## src/rtl/riskow_pkg.sv

```systemverilog
// Shared ALU operation codes, RV32I opcode/funct7 constants and the decoded-entry
// record used by the ALU issue stage and its decoder.
package riskow_pkg;

  // Codes 0xA-0xC are reserved for ALU functions this stage never issues.
  localparam logic [3:0] ALU_ADD = 4'h0;
  localparam logic [3:0] ALU_SUB = 4'h1;
  localparam logic [3:0] ALU_OR  = 4'h2;
  localparam logic [3:0] ALU_XOR = 4'h3;
  localparam logic [3:0] ALU_AND = 4'h4;
  localparam logic [3:0] ALU_LTU = 4'h5;
  localparam logic [3:0] ALU_LTS = 4'h6;
  localparam logic [3:0] ALU_SRL = 4'h7;
  localparam logic [3:0] ALU_SRA = 4'h8;
  localparam logic [3:0] ALU_SLL = 4'h9;

  localparam logic [6:0] OPC_OPIMM = 7'b0010011;
  localparam logic [6:0] OPC_OP    = 7'b0110011;
  localparam logic [6:0] OPC_LUI   = 7'b0110111;
  localparam logic [6:0] OPC_AUIPC = 7'b0010111;

  localparam logic [6:0] F7_BASE = 7'b0000000;
  localparam logic [6:0] F7_ALT  = 7'b0100000;

  typedef struct packed {
    logic [3:0]  op;
    logic [31:0] x;
    logic [31:0] y;
    logic [4:0]  rd;
    logic        rd_we;
    logic        illegal;
  } dec_t;

  typedef struct packed {
    dec_t        dec;
    logic [31:0] pc;
  } entry_t;

  function automatic logic signed [31:0] sext12(input logic [11:0] v);
    return {{20{v[11]}}, v};
  endfunction

endpackage

```

## src/rtl/alu_op_decoder.sv

```systemverilog
// Combinational RV32I OP/OP-IMM/LUI/AUIPC decoder producing the ALU operation,
// operands, destination and legality of one instruction.
module alu_op_decoder
  import riskow_pkg::*;
(
  input  logic [31:0] instr_i,
  input  logic [31:0] pc_i,
  input  logic [31:0] rs1_i,
  input  logic [31:0] rs2_i,
  output dec_t        dec_o
);

  logic [6:0]         opcode;
  logic [2:0]         f3;
  logic [6:0]         f7;
  logic signed [31:0] imm_i_s;
  logic [31:0]        imm_u;
  logic [31:0]        shamt;
  logic [3:0]         op;
  logic [31:0]        x;
  logic [31:0]        y;
  logic               legal;

  assign opcode  = instr_i[6:0];
  assign f3      = instr_i[14:12];
  assign f7      = instr_i[31:25];
  assign imm_i_s = sext12(instr_i[31:20]);
  assign imm_u   = {instr_i[31:12], 12'b0};
  assign shamt   = {27'b0, instr_i[24:20]};

  always_comb begin
    op    = ALU_ADD;
    x     = rs1_i;
    y     = 32'($unsigned(imm_i_s));
    legal = 1'b0;
    case (opcode)
      OPC_OPIMM: begin
        legal = 1'b1;
        case (f3)
          3'b000: op = ALU_ADD;
          3'b010: op = ALU_LTS;
          3'b011: op = ALU_LTU;
          3'b100: op = ALU_XOR;
          3'b110: op = ALU_OR;
          3'b111: op = ALU_AND;
          3'b001: begin
            op    = ALU_SLL;
            y     = shamt;
            legal = (f7 == F7_BASE);
          end
          default: begin
            op    = (f7 == F7_ALT) ? ALU_SRA : ALU_SRL;
            y     = shamt;
            legal = (f7 == F7_BASE) || (f7 == F7_ALT);
          end
        endcase
      end
      OPC_OP: begin
        y     = rs2_i;
        legal = (f7 == F7_BASE);
        case (f3)
          3'b000: begin
            op    = (f7 == F7_ALT) ? ALU_SUB : ALU_ADD;
            legal = (f7 == F7_BASE) || (f7 == F7_ALT);
          end
          3'b001: op = ALU_SLL;
          3'b010: op = ALU_LTS;
          3'b011: op = ALU_LTU;
          3'b100: op = ALU_XOR;
          3'b101: begin
            op    = (f7 == F7_ALT) ? ALU_SRA : ALU_SRL;
            legal = (f7 == F7_BASE) || (f7 == F7_ALT);
          end
          3'b110: op = ALU_OR;
          default: op = ALU_AND;
        endcase
      end
      OPC_LUI: begin
        x     = '0;
        y     = imm_u;
        legal = 1'b1;
      end
      OPC_AUIPC: begin
        x     = pc_i;
        y     = imm_u;
        legal = 1'b1;
      end
      default: legal = 1'b0;
    endcase
  end

  // Illegal entries still flow downstream, but as a harmless ADD 0,0 with no writeback.
  assign dec_o.op      = legal ? op : ALU_ADD;
  assign dec_o.x       = legal ? x : '0;
  assign dec_o.y       = legal ? y : '0;
  assign dec_o.rd      = instr_i[11:7];
  assign dec_o.rd_we   = legal && (instr_i[11:7] != 5'd0);
  assign dec_o.illegal = !legal;

endmodule

```

## src/rtl/alu_issue_stage.sv

```systemverilog
// Decode/issue stage ahead of the ALU: decodes one instruction per handshake and
// holds it in an output register backed by a one-entry skid register.
module alu_issue_stage
  import riskow_pkg::*;
#(
  parameter int XLEN        = 32,
  parameter bit SKID_ENABLE = 1'b1
) (
  input  logic            clk,
  input  logic            reset,
  input  logic            flush,
  input  logic            in_valid,
  output logic            in_ready,
  input  logic [31:0]     in_instr,
  input  logic [XLEN-1:0] in_pc,
  input  logic [XLEN-1:0] in_rs1_value,
  input  logic [XLEN-1:0] in_rs2_value,
  output logic            out_valid,
  input  logic            out_ready,
  output logic [3:0]      out_operation,
  output logic [XLEN-1:0] out_x,
  output logic [XLEN-1:0] out_y,
  output logic [4:0]      out_rd,
  output logic            out_rd_we,
  output logic [XLEN-1:0] out_pc,
  output logic            out_illegal
);

  localparam logic [1:0] ST_EMPTY = 2'd0;
  localparam logic [1:0] ST_ONE   = 2'd1;
  localparam logic [1:0] ST_FULL  = 2'd2;

  dec_t       dec;
  entry_t     in_entry;
  logic [1:0] state_q, state_d;
  entry_t     out_q, out_d;
  entry_t     skid_q, skid_d;
  logic       in_ready_q, in_ready_d;
  logic       accept, consume;

  alu_op_decoder u_dec (
    .instr_i (in_instr),
    .pc_i    (in_pc),
    .rs1_i   (in_rs1_value),
    .rs2_i   (in_rs2_value),
    .dec_o   (dec)
  );

  assign in_entry  = '{dec: dec, pc: in_pc};
  assign out_valid = (state_q != ST_EMPTY);
  // Without the skid the FULL state is unreachable: in ONE an accept implies a consume.
  assign in_ready  = SKID_ENABLE ? in_ready_q : (!out_valid || out_ready);
  assign accept    = in_valid && in_ready;
  assign consume   = out_valid && out_ready;

  always_comb begin
    state_d = state_q;
    out_d   = out_q;
    skid_d  = skid_q;
    if (flush) begin
      state_d = ST_EMPTY;
    end else begin
      case (state_q)
        ST_EMPTY: begin
          if (accept) begin
            state_d = ST_ONE;
            out_d   = in_entry;
          end
        end
        ST_ONE: begin
          if (accept && consume) begin
            out_d = in_entry;
          end else if (accept) begin
            state_d = ST_FULL;
            skid_d  = in_entry;
          end else if (consume) begin
            state_d = ST_EMPTY;
          end
        end
        ST_FULL: begin
          if (consume) begin
            state_d = ST_ONE;
            out_d   = skid_q;
          end
        end
        default: state_d = ST_EMPTY;
      endcase
    end
    in_ready_d = (state_d != ST_FULL);
  end

  always_ff @(posedge clk or negedge reset) begin
    if (!reset) begin
      state_q    <= ST_EMPTY;
      in_ready_q <= 1'b1;
      out_q      <= '0;
      skid_q     <= '0;
    end else begin
      state_q    <= state_d;
      in_ready_q <= in_ready_d;
      out_q      <= out_d;
      skid_q     <= skid_d;
    end
  end

  assign out_operation = out_q.dec.op;
  assign out_x         = out_q.dec.x;
  assign out_y         = out_q.dec.y;
  assign out_rd        = out_q.dec.rd;
  assign out_rd_we     = out_q.dec.rd_we;
  assign out_pc        = out_q.pc;
  assign out_illegal   = out_q.dec.illegal;

endmodule

```

## config.mk

```make
export PLATFORM = sky130hd
export DESIGN_NAME = alu_issue_stage
export DESIGN_NICKNAME = d
export VERILOG_FILES = /design/src/rtl/riskow_pkg.sv /design/src/rtl/alu_op_decoder.sv /design/src/rtl/alu_issue_stage.sv
export SDC_FILE = /design/constraint.sdc
export NUM_CORES = 1
export LEC_CHECK = 0
export CORE_ASPECT_RATIO = 2
export CORE_MARGIN = 2
export CORE_UTILIZATION = 54
export CTS_CLUSTER_SIZE = 40
export DETAILED_ROUTE_END_ITERATION = 12
export HOLD_SLACK_MARGIN = 0.15
export PLACE_DENSITY = 0.86
export SYNTH_ARGS = -nofsm -noshare
export SYNTH_HDL_FRONTEND = slang
export SYNTH_SLANG_ARGS = --single-unit
```

## constraint.sdc

```tcl
create_clock -name clk -period 4.5 [get_ports clk]
set_clock_uncertainty 0.1 [all_clocks]
set_input_delay 1.35 -clock clk [delete_from_list [all_inputs] [get_ports clk]]
set_output_delay 1.35 -clock clk [all_outputs]
set_load 0.05 [all_outputs]
```

== After elaboration in Yosys (flattened, before gate mapping) ==
Index checks and enable logic that the tools add are counted.

* Bits in registers: 217
* Input port bits: 133
* Word-level logic and storage cells: 78
* Output and inout bits: 109

* Eq/ne operators: 18
* Reductions and logical operators: 17
* Multiplexer cells: 25
* Bitwise operators: 2

{| class="wikitable"
|+ Operator list
! cell !! number
|-
| 2-to-1 mux 107 bit || 3
|-
| one-hot mux 107 bit (3 select lines) || 1
|-
| 2-to-1 mux 32 bit || 3
|-
| one-hot mux 32 bit (3 select lines) || 1
|-
| one-hot mux 32 bit (2 select lines) || 1
|-
| one-hot mux 4 bit (7 select lines) || 2
|-
| == test 7 x 6 -> 1 bit (second input constant) || 3
|-
| == test 7 x 5 -> 1 bit (second input constant) || 2
|-
| == test 3 bit (second input constant) || 4
|-
| 2-to-1 mux 2 bit || 6
|-
| 2-to-1 mux 4 bit || 2
|-
| inequality test 2 bit (second input constant) || 4
|-
| one-hot mux 4 bit (2 select lines) || 1
|-
| logical NOT 7 bit || 1
|-
| == test 3 x 2 -> 1 bit (second input constant) || 2
|-
| one-hot mux 2 bit (3 select lines) || 1
|-
| OR reduction 6 bit || 1
|-
| AND reduction 5 bit || 1
|-
| nonzero test 5 bit || 1
|-
| logical AND 1 bit || 4
|-
| AND reduction 4 bit || 1
|-
| OR reduction 2 bit || 2
|-
| == test 3 x 1 -> 1 bit (second input constant) || 1
|-
| logical NOT 3 bit || 1
|-
| other kinds (11) || 13
|}

== Depth between registers and ports, before layout ==
Gate-level depths: netlist of the first run.

* Depth in word-level cells: 8
* Depth in mapped cells: 9
* Gate-level depth less buffers: 5

== Cells and area by module ==
A second synthesis of the first run with hierarchy kept.

* Cells, all modules: 1010
* Area total of the unflattened synthesis: 10222.3 µm²

{| class="wikitable"
|+ Modules (own cells, without submodules)
! module !! instances !! seq. area each (µm²) !! cells each !! area an instance (µm²)
|-
| alu_issue_stage || 1 || 5431.5 || 826 || 8981.1
|-
| alu_op_decoder || 1 || 0.0 || 184 || 1241.2
|}

== Worst setup path after synthesis of the first run ==
No wires, ideal clock.

* Path type: input to register
* Start point: input port in_valid
* End point: register out_q (netlist bit out_x[11])
* Library setup time: 0.094 ns
* Data required time: 4.306 ns
* Path buffers: 2
* Stages on the path: 7
* Arrival time: 2.664 ns
* Slack: 1.642 ns
* Path through: nand2_1 or3_1 a21oi_1 buf_2 clkbuf_1 nor2_1 a211oi_1

* Cells in the longest elaborated chain, start to end: 4
* Elaborated cells between the ends (all ways): 5
* Classes of those cells: eq/ne (2); reduce/logical (3)

{| class="wikitable"
|+ Ends and longest elaborated chain
! what !! RTL line !! source
|-
| start: declaration || alu_issue_stage.sv:12 || <nowiki>input logic in_valid,</nowiki>
|-
| logical AND 1 bit (*) || alu_issue_stage.sv:53 || <nowiki>assign accept = in_valid && in_ready;</nowiki>
|-
| logical AND 1 bit || alu_issue_stage.sv:71 || <nowiki>if (accept && consume) begin</nowiki>
|-
| inequality test 2 bit (no line) || -- ||
|-
| AND reduction 5 bit (no line) (*) || -- ||
|-
| end signal: assignment || alu_issue_stage.sv:101 || <nowiki>out_q <= out_d;</nowiki>
|-
| end: declaration || alu_issue_stage.sv:36 || <nowiki>entry_t out_q, out_d;</nowiki>
|}

Mark *: on every way between the ends. The rest lies on a longest branch, timed or not.
A chain may end at the register's enable or synchronous reset.

== Worst setup path after layout of the first run ==
* Start point: input port in_instr[13]
* End point: register out_q (netlist bit out_y[26])

* Cells in the longest elaborated chain, start to end: 7
* Elaborated cells between the ends (all ways): 19
* Classes of those cells: eq/ne (7); mux (9); reduce/logical (3)

{| class="wikitable"
|+ Ends and longest elaborated chain
! what !! RTL line !! source
|-
| start: declaration || alu_issue_stage.sv:14 || <nowiki>input logic [31:0] in_instr,</nowiki>
|-
| == test 3 bit (tied with other cells) || alu_op_decoder.sv:39 || <nowiki>case (f3)</nowiki>
|-
| OR reduction 6 bit (no line) / OR reduction 2 bit (equally long branches) || -- ||
|-
| one-hot mux 1 bit (2 select lines) (tied with other cells) || alu_op_decoder.sv:39 ||
|-
| one-hot mux 1 bit (3 select lines) / one-hot mux 32 bit (3 select lines) (equally long branches) || alu_op_decoder.sv:36 || <nowiki>case (opcode)</nowiki>
|-
| 2-to-1 mux 32 bit (*) || alu_op_decoder.sv:95 || <nowiki>assign dec_o.y = legal ? y : '0;</nowiki>
|-
| 2-to-1 mux 107 bit (on tied branches) || alu_issue_stage.sv:71, alu_issue_stage.sv:65 ||
|-
| one-hot mux 107 bit (3 select lines) (*) || alu_issue_stage.sv:63 || <nowiki>case (state_q)</nowiki>
|}

Mark *: on every way between the ends. The rest lies on a longest branch, timed or not. The select of a mux whose other input is x is not followed.

==> results_dict.tcl, run 1 <==
set metrics [dict create \
    syn_area_sq_um 9920 \
    max_freq_mhz 285 \
    design_area_sq_um 13200 \
    detail-route-antenna-nets 0 \
    holdCritStartpoint "skid_q[34]" \
    holdPathEnd "skid_q[34]" \
    vdd_drop_max_mv 0.332 \
    grt_pass1_vias 9422 \
    max_cap_viol_count 0 \
    synth_ff_type "dfrtp_1" \
    hold_class "reg2reg" \
    power.density_nw_per_um2 458 \
    synthTopCellsByCount "nand2_1, dfrtp_1, nor2_1" \
    endpoint_kind "register" \
    cts_root_buf "clkbuf_16" \
    timing.slew.headroom_pct 39.4 \
    synth_top_cell_by_area "dfrtp_1" \
    ys_types 50 \
    pre_cts_ws_ps 520 \
    port_buffers 241 \
    drt_iter0_markers 602 \
    outcome "completed" \
    area_growth_pct 32.9 \
    post-cts-setup-buffers 0 \
    diodes 0 \
    coreArea_sq_um 18100 \
    antenna_found_initial 0 \
    cts_htree_levels 1 \
    synthArstFlopShare_pct 100 \
    clk_pin_slew_ps 70 \
    reg2reg_to "out_x[4]" \
    worst_slew_pin_slew_ps 909 \
    grt_pass1_wl_um 49500 \
    wl_per_cell_um 20.2 \
    setup_viol 0 \
    grt_max_degree 105 \
    drt_pass1_iterations 5 \
    maxSlewViolCount 0 \
    hold_buffers 0 \
    worst_ep_arrival_time_ps 3760 \
    timing.rr.start "state_q[1]" \
    finalNonFillerCells 1529 \
    grt_util_all_layers_pct 31.9 \
    start_util_pct 54.7 \
    fp.dieW_um 99.9 \
    yosys_warnings 0 \
    ff2ff_path_depth 7 \
    reg2reg_slack_ps 1900 \
    synth_edf_count 0 \
    hold_slack_ps 377 \
    synth_seq_area_share_pct 54.7 \
    cp.required_ps 4740 \
    grt_overflow 0 \
    routed_wirelength_um 30900 \
    routed_via_density 6.12 \
    syn-instance-count 1104 \
    die-area_sq_um 19500 \
    start_kind "input pin" \
    period_share_pct 78.0 \
    drive_gt1_share_pct 5.86 \
    rows 70 \
    ys_ff_latch 217 \
    leakagePower_nw 5.48 \
    syn_avg_cell_area_sq_um 8.99 \
    rsz0062_at_grt "false" \
    dp_hpwl_um 21000 \
    period_needed_ps 3510 \
    vias 9350 \
    hold_depth 2 \
    post_cts_resized 0 \
    nNetsFinal 1435 \
    place_area_sq_um 12500 \
    fill_cells 1314 \
    yosys.area.top_type_share_pct 54.5 \
    path_class "in2reg" \
    crit_path_max_fanout 12 \
    route.detailed.drc 0 \
    netlist_top_cells_area "dfrtp_1, nand2_1, nor2_1, a21oi_1, a32oi_1" \
    placed_cells 1497 \
    layout_setup_ws_ps 988 \
    setup_tns_ps 0 \
    place_congestion 0.910 \
    cts_max_path_buffers 3 \
    syn_nets 1237 \
    tritoncts "yes" \
    cts.sinks 217 \
    num_io_pins 242 \
    cts_made_buffers 19 \
    synthMostInstantiatedCell "nand2_1" \
    die_y_um 196 \
    final_hold_viol_count 0 \
    worstSkewPairLatency_ps 480 \
]
-- metal layers --
metal,global-route usage (%),up-vias,share of wire [%]
met5,0,-,0
met4,17.9,0,6.0
met3,4.31,92,7.0
met2,55.2,484,53
met1,37.7,4503,34
li1,-,4271,-
-- area by class of cell --
cell class	instances	area, sq um	share of cell area, %
flip-flops and latches	217	5430	41.2
multi-input cells	790	4120	31.2
repair buffers	269	2700	20.5
clock buffers	24	544	4.13
well taps	216	270	2.05
clock inverters	8	100	0.759
inverters	5	18.8	0.142
-- stage by stage --
stage	util (%)	power, mW
2_1_floorplan	-	3.61
3_3_place_gp	69.2	4.31
3_5_place_dp	69.2	4.35
4_1_cts	72.7	6.06
5_1_grt	72.7	6.28
6_report	72.7	6.03
-- sequential cells by signal, indices dropped and copies added (netlist names) --
signal         flops
in_ready           1
out_illegal        1
out_operation      4
out_pc            32
out_rd             5
out_rd_we          1
out_x             32
out_y             32
skid_q           107
state_q            2
-- report_power, final --
part	leakage, nW	switching (mW)	internal [mW]	total (mW)
combinational	2.48	1.16	0.640	1.80
sequential	2.68	0.220	2.31	2.53
clock	0.319	0.726	0.976	1.70
-- placed cells by master, fill, tap and decap left out, types with 2 or more instances in the layout --
cell type        count
clkinv_2             3
buf_12               6
a21o_1               2
o211ai_1            11
and2_0               2
o31ai_1             28
o22ai_1             21
clkdlybuf4s50_1    240
nor2b_1              5
a31oi_1             37
a32oi_1             37
a21oi_1             91
mux2i_1              3
nand3_1             16
a22o_1               2
nand2_1            258
a22oi_1              8
buf_4               22
bufinv_16            2
clkbuf_8             5
dfrtp_1            216
nand4b_1             2
and3_1               2
and2_1               3
inv_1                4
inv_6                2
nor3_1              37
nor2_1             135
o21ai_0             13
clkbuf_16           19
nor4b_1              4
a211oi_1            38
nand4_1              3
nand2b_1             8
-- kinds of logic (layout without fill, tap and decap cells) --
| kind of cell | count (synthesis) | count (layout) | share of synthesized area (%) |
|---|---|---|---|
| and+or+nand+nor | 487 | 487 | 20.5 |
| AOI/OAI and AO/OA | 299 | 299 | 20.0 |
| DFF | 217 | 217 | 54.7 |
| buffers and inverters | 97 | 306 | 4.35 |
| muxes | 4 | 4 | 0.416 |
-- how the worst max path moves through the flow --
stage	startpoint	endpoint	slack, ps	cells past startpoint
finish	in_instr[13]	out_y[26]	990	7
global route	in_instr[12]	out_y[26]	850	7
CTS	state_q[1]	out_valid	990	2
detailed placement	in_instr[13]	out_y[12]	520	7
global placement	in_instr[13]	out_y[12]	580	7
floorplan	in_valid	out_x[11]	1640	7
-- worst max-delay path, stage by stage --
cell and delay (ps):
clkdlybuf4s50_1 530, nand2b_1 290, a31oi_4 330, nor2_1 110, o211ai_1 700, buf_4 330, o22ai_1 100
Note: power is estimated with default switching activity, not from simulation.
==> inputs of run 2 (changes only) <==
--- a/config.mk
+++ b/config.mk
@@ -7,11 +7,11 @@
 export LEC_CHECK = 0
 export CORE_ASPECT_RATIO = 2
 export CORE_MARGIN = 2
-export CORE_UTILIZATION = 54
+export CORE_UTILIZATION = 45
 export CTS_CLUSTER_SIZE = 40
 export DETAILED_ROUTE_END_ITERATION = 12
 export HOLD_SLACK_MARGIN = 0.15
-export PLACE_DENSITY = 0.86
+export PLACE_DENSITY = 0.77
 export SYNTH_ARGS = -nofsm -noshare
 export SYNTH_HDL_FRONTEND = slang
 export SYNTH_SLANG_ARGS = --single-unit
==> constraint.sdc (replaced) <==
create_clock -name clk -period 2.89 [get_ports clk]
set_clock_uncertainty 0.1 [all_clocks]
set_input_delay 0.867 -clock clk [delete_from_list [all_inputs] [get_ports clk]]
set_output_delay 0.867 -clock clk [all_outputs]
set_load 0.05 [all_outputs]
==> results_dict.tcl, run 2 (synthesis results as in run 1) <==
set metrics [dict create \
    layout_setup_ws_ps 141 \
    seqPwrFrac_pct 40.7 \
    crit_family "buffers and inverters" \
    wl_per_cell_um 19.3 \
    crit_buf_inv 1 \
    path_class "reg2out" \
    fp.dieW_um 109 \
    start_kind "register" \
    p_switching_mw 3.29 \
    place_congestion 0.857 \
    hold_buffers 0 \
    max_cap_viol_count 0 \
    cts_max_path_buffers 3 \
    finalNonFillerCells 1639 \
    port_buffers 241 \
    die-area_sq_um 23300 \
    post-cts-setup-buffers 0 \
    placed_cells 1600 \
    cp_cell_sequence "clkdlybuf4s50_1" \
    cts_htree_levels 1 \
    worst_ep_arrival_time_ps 1780 \
    place_area_sq_um 13100 \
    dp_hpwl_um 22000 \
    final_util_pct 64.0 \
    tritoncts "yes" \
    drt_iter0_markers 690 \
    routed_wirelength_um 31600 \
    design_area_sq_um 13800 \
    worstSkewPairLatency_ps 490 \
    period_share_pct 95.1 \
    maxSlewViolCount 0 \
    die_y_um 214 \
    route.detailed.drc 0 \
    setup_tns_ps 0 \
    grt_overflow 0 \
    largest_reg_flops 107 \
    final_hold_viol_count 0 \
    routed_via_density 5.77 \
    timing.slew.headroom_pct 59.9 \
    leakagePower_nw 5.79 \
    area_growth_pct 39.2 \
    regMostFlops "skid_q" \
    slowest_delay_ps 840 \
    hold_slack_ps 155 \
    rows 76 \
    vias 9452 \
    period_needed_ps 2750 \
    comb_power_share_pct 29.4 \
    coreArea_sq_um 21600 \
    hold_class "in2async" \
    cp.required_ps 1920 \
    drive_gt1_share_pct 9.17 \
    grt_max_degree 77 \
    max_freq_mhz 364 \
    grt_util_all_layers_pct 27.1 \
    clk_pin_slew_ps 70 \
    worst_slew_pin_slew_ps 600 \
    detail-route-antenna-nets 0 \
    total_power_mw 9.69 \
    swShare_pct 34.0 \
    clockPowerShare_pct 29.9 \
    crit_path_max_fanout 2 \
    vdd_drop_max_mv 0.516 \
    outcome "completed" \
    power.density_nw_per_um2 702 \
    num_io_pins 242 \
    layout_common_cells "nand2_1, clkdlybuf4s50_1, dfrtp_1, nor2_1, a21oi_1" \
    antenna_found_initial 3 \
    start_util_pct 46.0 \
    setup_viol 0 \
    endpoint_kind "output pin" \
    pre_cts_ws_ps -259 \
    nNetsFinal 1482 \
    final_common_cell "nand2_1" \
    slowest_stage "clkdlybuf4s50_1" \
    grt_pass1_wl_um 49900 \
    cts_root_buf "clkbuf_16" \
    cts_made_buffers 20 \
    p_int_mw 6.40 \
    fill_cells 1790 \
    drt_pass1_iterations 5 \
    cts.sinks 217 \
    grt_pass1_vias 9555 \
    rsz0062_at_grt "false" \
]
## run 2: cell types whose count changed in the layout (fill, tap and decap cells not counted), sizes merged
cell / before / now
buf: 29 / 75
clkbuf: 24 / 29
diode: 0 / 3
clkdlybuf4s50: 240 / 238
inv: 7 / 5
bufinv: 2 / 3
clkinv: 3 / 4
clkinvlp: 1 / 0
dlygate4sd2: 0 / 1
dlymetal6s2s: 0 / 1
## run 2: cell type report
| type | count | area (sq um) | area share [%] |
|---|---|---|---|
| inverters | 5 | 18.8 | 0.136 |
| diodes | 3 | 7.51 | 0.0543 |
| repair buffers | 315 | 3170 | 23.0 |
| clock buffers | 29 | 616 | 4.46 |
| multi-input cells | 790 | 4120 | 29.8 |
| clock inverters | 7 | 110 | 0.797 |
| well taps | 273 | 342 | 2.47 |
| flip-flops and latches | 217 | 5430 | 39.3 |
## run 2: final timing paths
kind	start	end	slack, ps	cells past startpoint
worst max-delay path	out_y[26]	out_y[26]	140	1
worst min-delay path	reset	out_y[27]	150	1
worst max register to register	in_ready	out_x[20]	690	7
worst min register to register	skid_q[6]	skid_q[6]	380	2
max in group asynchronous	reset	skid_q[32]	1770	2
min in group clk	skid_q[6]	skid_q[6]	380	2
## run 2: routing by layer
metal	part of all wire, %	wire (um)	global-route usage (%)
met1	36	11200	31.0
met2	53	16700	47.7
met3	6.3	1980	4.16
met4	5.2	1640	13.6
met5	0	0	0
## run 2: power by group through the flow
| stage | clock network (mW) | registers, mW | logic, mW |
|---|---|---|---|
| 6_report | 2.90 | 3.95 | 2.85 |
| 2_1_floorplan | 0 | 4.88 | 0.741 |
| 3_3_place_gp | 0 | 3.97 | 2.82 |
| 3_5_place_dp | 0 | 3.99 | 2.86 |
| 5_1_grt | 3.06 | 4.00 | 3.04 |
| 4_1_cts | 2.95 | 3.94 | 2.87 |
## run 2: timing repair
| item | 4_1_cts | 5_1_grt |
|---|---|---|
| setup endpoints to repair | 1 | 1 |
| endpoints found under the hold margin | 0 | 0 |
| resized for setup | 1 | 1 |
==> inputs of run 3 (changes only) <==
--- a/config.mk
+++ b/config.mk
@@ -11,7 +11,9 @@
 export CTS_CLUSTER_SIZE = 40
 export DETAILED_ROUTE_END_ITERATION = 12
 export HOLD_SLACK_MARGIN = 0.15
-export PLACE_DENSITY = 0.77
+export PLACE_DENSITY = 0.76
+export SETUP_SLACK_MARGIN = 0.15
 export SYNTH_ARGS = -nofsm -noshare
 export SYNTH_HDL_FRONTEND = slang
+export SYNTH_HIERARCHICAL = 1
 export SYNTH_SLANG_ARGS = --single-unit
==> results_dict.tcl, run 3 <==
set metrics [dict create \
    outcome "completed" \
    largest_reg_flops 107 \
    period_share_pct 94.1 \
    place_congestion 0.953 \
    die-area_sq_um 24000 \
    synth-simple-area-share_pct 15.8 \
    area_growth_pct 39.1 \
    netlist_top_cells_area "dfrtp_1, mux2_2, nand2_1, a31oi_1, nor2_1" \
    final_hold_viol_count 0 \
    cts_made_buffers 20 \
    fill_cells 1782 \
    drt_iter0_markers 579 \
    vias 8766 \
    clk_pin_slew_ps 70 \
    clockPowerShare_pct 30.5 \
    timing.slew.headroom_pct 58.0 \
    crit_buf_inv 1 \
    timing.rr.start "state_q[1]" \
    start_kind "register" \
    crit_path_max_fanout 2 \
    drt_pass1_iterations 5 \
    worst_slew_pin_slew_ps 629 \
    crit_family "buffers and inverters" \
    yosys_warnings 6 \
    vdd_drop_max_mv 0.478 \
    cts_max_path_buffers 3 \
    nNetsFinal 1394 \
    placed_cells 1513 \
    path_class "reg2out" \
    drive_gt1_share_pct 19.5 \
    grt_pass1_vias 8760 \
    synthMostInstantiatedCell "nand2_1" \
    rsz0062_at_grt "false" \
    cts_htree_levels 1 \
    routed_via_density 5.63 \
    slowest_delay_ps 870 \
    yosys.area.top_type_share_pct 52.9 \
    worst_ep_arrival_time_ps 1750 \
    final_common_cell "clkdlybuf4s50_1" \
    syn_area_sq_um 10200 \
    synth_edf_count 0 \
    synthArstFlopShare_pct 100 \
    cts_root_buf "clkbuf_16" \
    grt_pass1_wl_um 47600 \
    max_freq_mhz 368 \
    endpoint_kind "output pin" \
    power.density_nw_per_um2 663 \
    synth_compound_area_share_pct 14.0 \
    ff2ff_path_depth 4 \
    synth_xor_area_share_pct 0.0857 \
    seqPwrFrac_pct 40.2 \
    synth_mux_area_share_pct 12.5 \
    rows 78 \
    routed_wirelength_um 31200 \
    route.detailed.drc 0 \
    synth_top_cell_by_area "dfrtp_1" \
    swShare_pct 33.6 \
    syn-instance-count 1010 \
    critPathLaunch "out_x[0]" \
    hold_class "in2async" \
    comb_power_share_pct 29.3 \
    fp.dieW_um 111 \
    setup_viol 0 \
    worstSkewPairLatency_ps 500 \
    slowest_stage "clkdlybuf4s50_1" \
    ys_ff_latch 217 \
    synth-adder-area-share_pct 0 \
    place_area_sq_um 13300 \
    synth_top_family_by_area "simple AND/OR/NAND/NOR gates" \
    syn_nets 1143 \
    grt_overflow 0 \
    p_switching_mw 3.16 \
    synth_seq_area_share_pct 53.1 \
    port_buffers 241 \
    grt_util_all_layers_pct 24.8 \
    synthTopCellsByCount "nand2_1, dfrtp_1, nor2_1" \
    maxSlewViolCount 0 \
    layout_common_cells "clkdlybuf4s50_1, nand2_1, dfrtp_1, nor2_1, a31oi_1" \
    die_y_um 217 \
    coreArea_sq_um 22500 \
    p_int_mw 6.26 \
    cp.required_ps 1920 \
    start_util_pct 45.3 \
    wl_per_cell_um 20.0 \
    regMostFlops "skid_q" \
    dp_hpwl_um 21800 \
    design_area_sq_um 14200 \
    grt_max_degree 70 \
    cts.sinks 217 \
    max_cap_viol_count 0 \
    leakagePower_nw 6.24 \
    total_power_mw 9.42 \
    antenna_found_initial 3 \
    tritoncts "yes" \
    reg2reg_to "skid_q[98]" \
    reg2reg_slack_ps 920 \
    detail-route-antenna-nets 0 \
    period_needed_ps 2720 \
    syn_avg_cell_area_sq_um 10.1 \
    num_io_pins 242 \
    cp_cell_sequence "clkdlybuf4s50_1" \
    ys_types 47 \
    finalNonFillerCells 1558 \
    synth_ff_type "dfrtp_1" \
]
-- run 3: cell count changes after synthesis, sizes merged, moves of 26 or more --
cell    delta
mux2     +106
a31oi     +70
a21oi     -64
a211oi    -37
nor3      -36
a32oi     -35
nand2     -34
o31ai     -26
-- run 3: per-stage QoR --
step	utilization (%)	hold WS [ps]	TNS, ps	worst slack [ps]
floorplan	-	379	0	236
global placement	59.1	386	-30430	-351
detailed placement	59.1	392	-35890	-401
CTS	62.3	234	0	143
global route	63.1	242	0	137
finish	63.1	219	0	172
-- run 3: how the worst max path moves through the flow --
stage                            end  depth (start not counted)
after detailed placement  skid_q[60]                          9
after CTS                   out_y[9]                         11
after global placement    skid_q[59]                          9
after global routing        out_x[0]                          1
after floorplan           skid_q[99]                         10
final                       out_x[0]                          1
-- run 3: kinds of logic after synthesis --
family	after synthesis
AOI/OAI and AO/OA	208
xor gates and xnor gates	1
buffers and inverters	90
DFF	217
muxes	107
and+or+nand+nor	387
-- run 3: worst register-to-register path: cells and delay by family (launching register included) --
kind | cells | cell delay, ps
DFF | 1 | 470
and+or+nand+nor | 2 | 620
muxes | 1 | 460
buffers and inverters | 1 | 200
-- run 3: layout make-up --
class	instances	area, sq um	area share (%)
timing repair buffer	317	3300	23.2
sequential	217	5430	38.2
clock inverter	9	126	0.889
inverter	2	7.51	0.0528
tap	280	350	2.46
multi-input combinational	703	4420	31.0
antenna	3	7.51	0.0528
clock buffer	27	588	4.13
-- run 3: what timing repair did --
item	4_1_cts	5_1_grt
gates resized for setup	3	32
setup endpoints to repair	19	78
setup buffers	0	3
pin swaps	0	5
hold buffers	0	0
gates cloned	0	3
-- run 3: per-layer routing --
| metal | wire [um] | global-route usage [%] |
|---|---|---|
| met4 | 1390 | 12.8 |
| met3 | 1330 | 2.45 |
| met5 | 0 | 0 |
| met1 | 11200 | 27.9 |
| met2 | 17300 | 46.2 |
-- run 3: power groups by stage --
stage,clock (mW),combinational (mW),sequential [mW]
2_1_floorplan,0,0.617,4.79
3_3_place_gp,0,2.73,3.82
3_5_place_dp,0,2.77,3.84
4_1_cts,2.93,2.77,3.78
5_1_grt,3.06,2.89,3.84
6_report,2.87,2.76,3.79
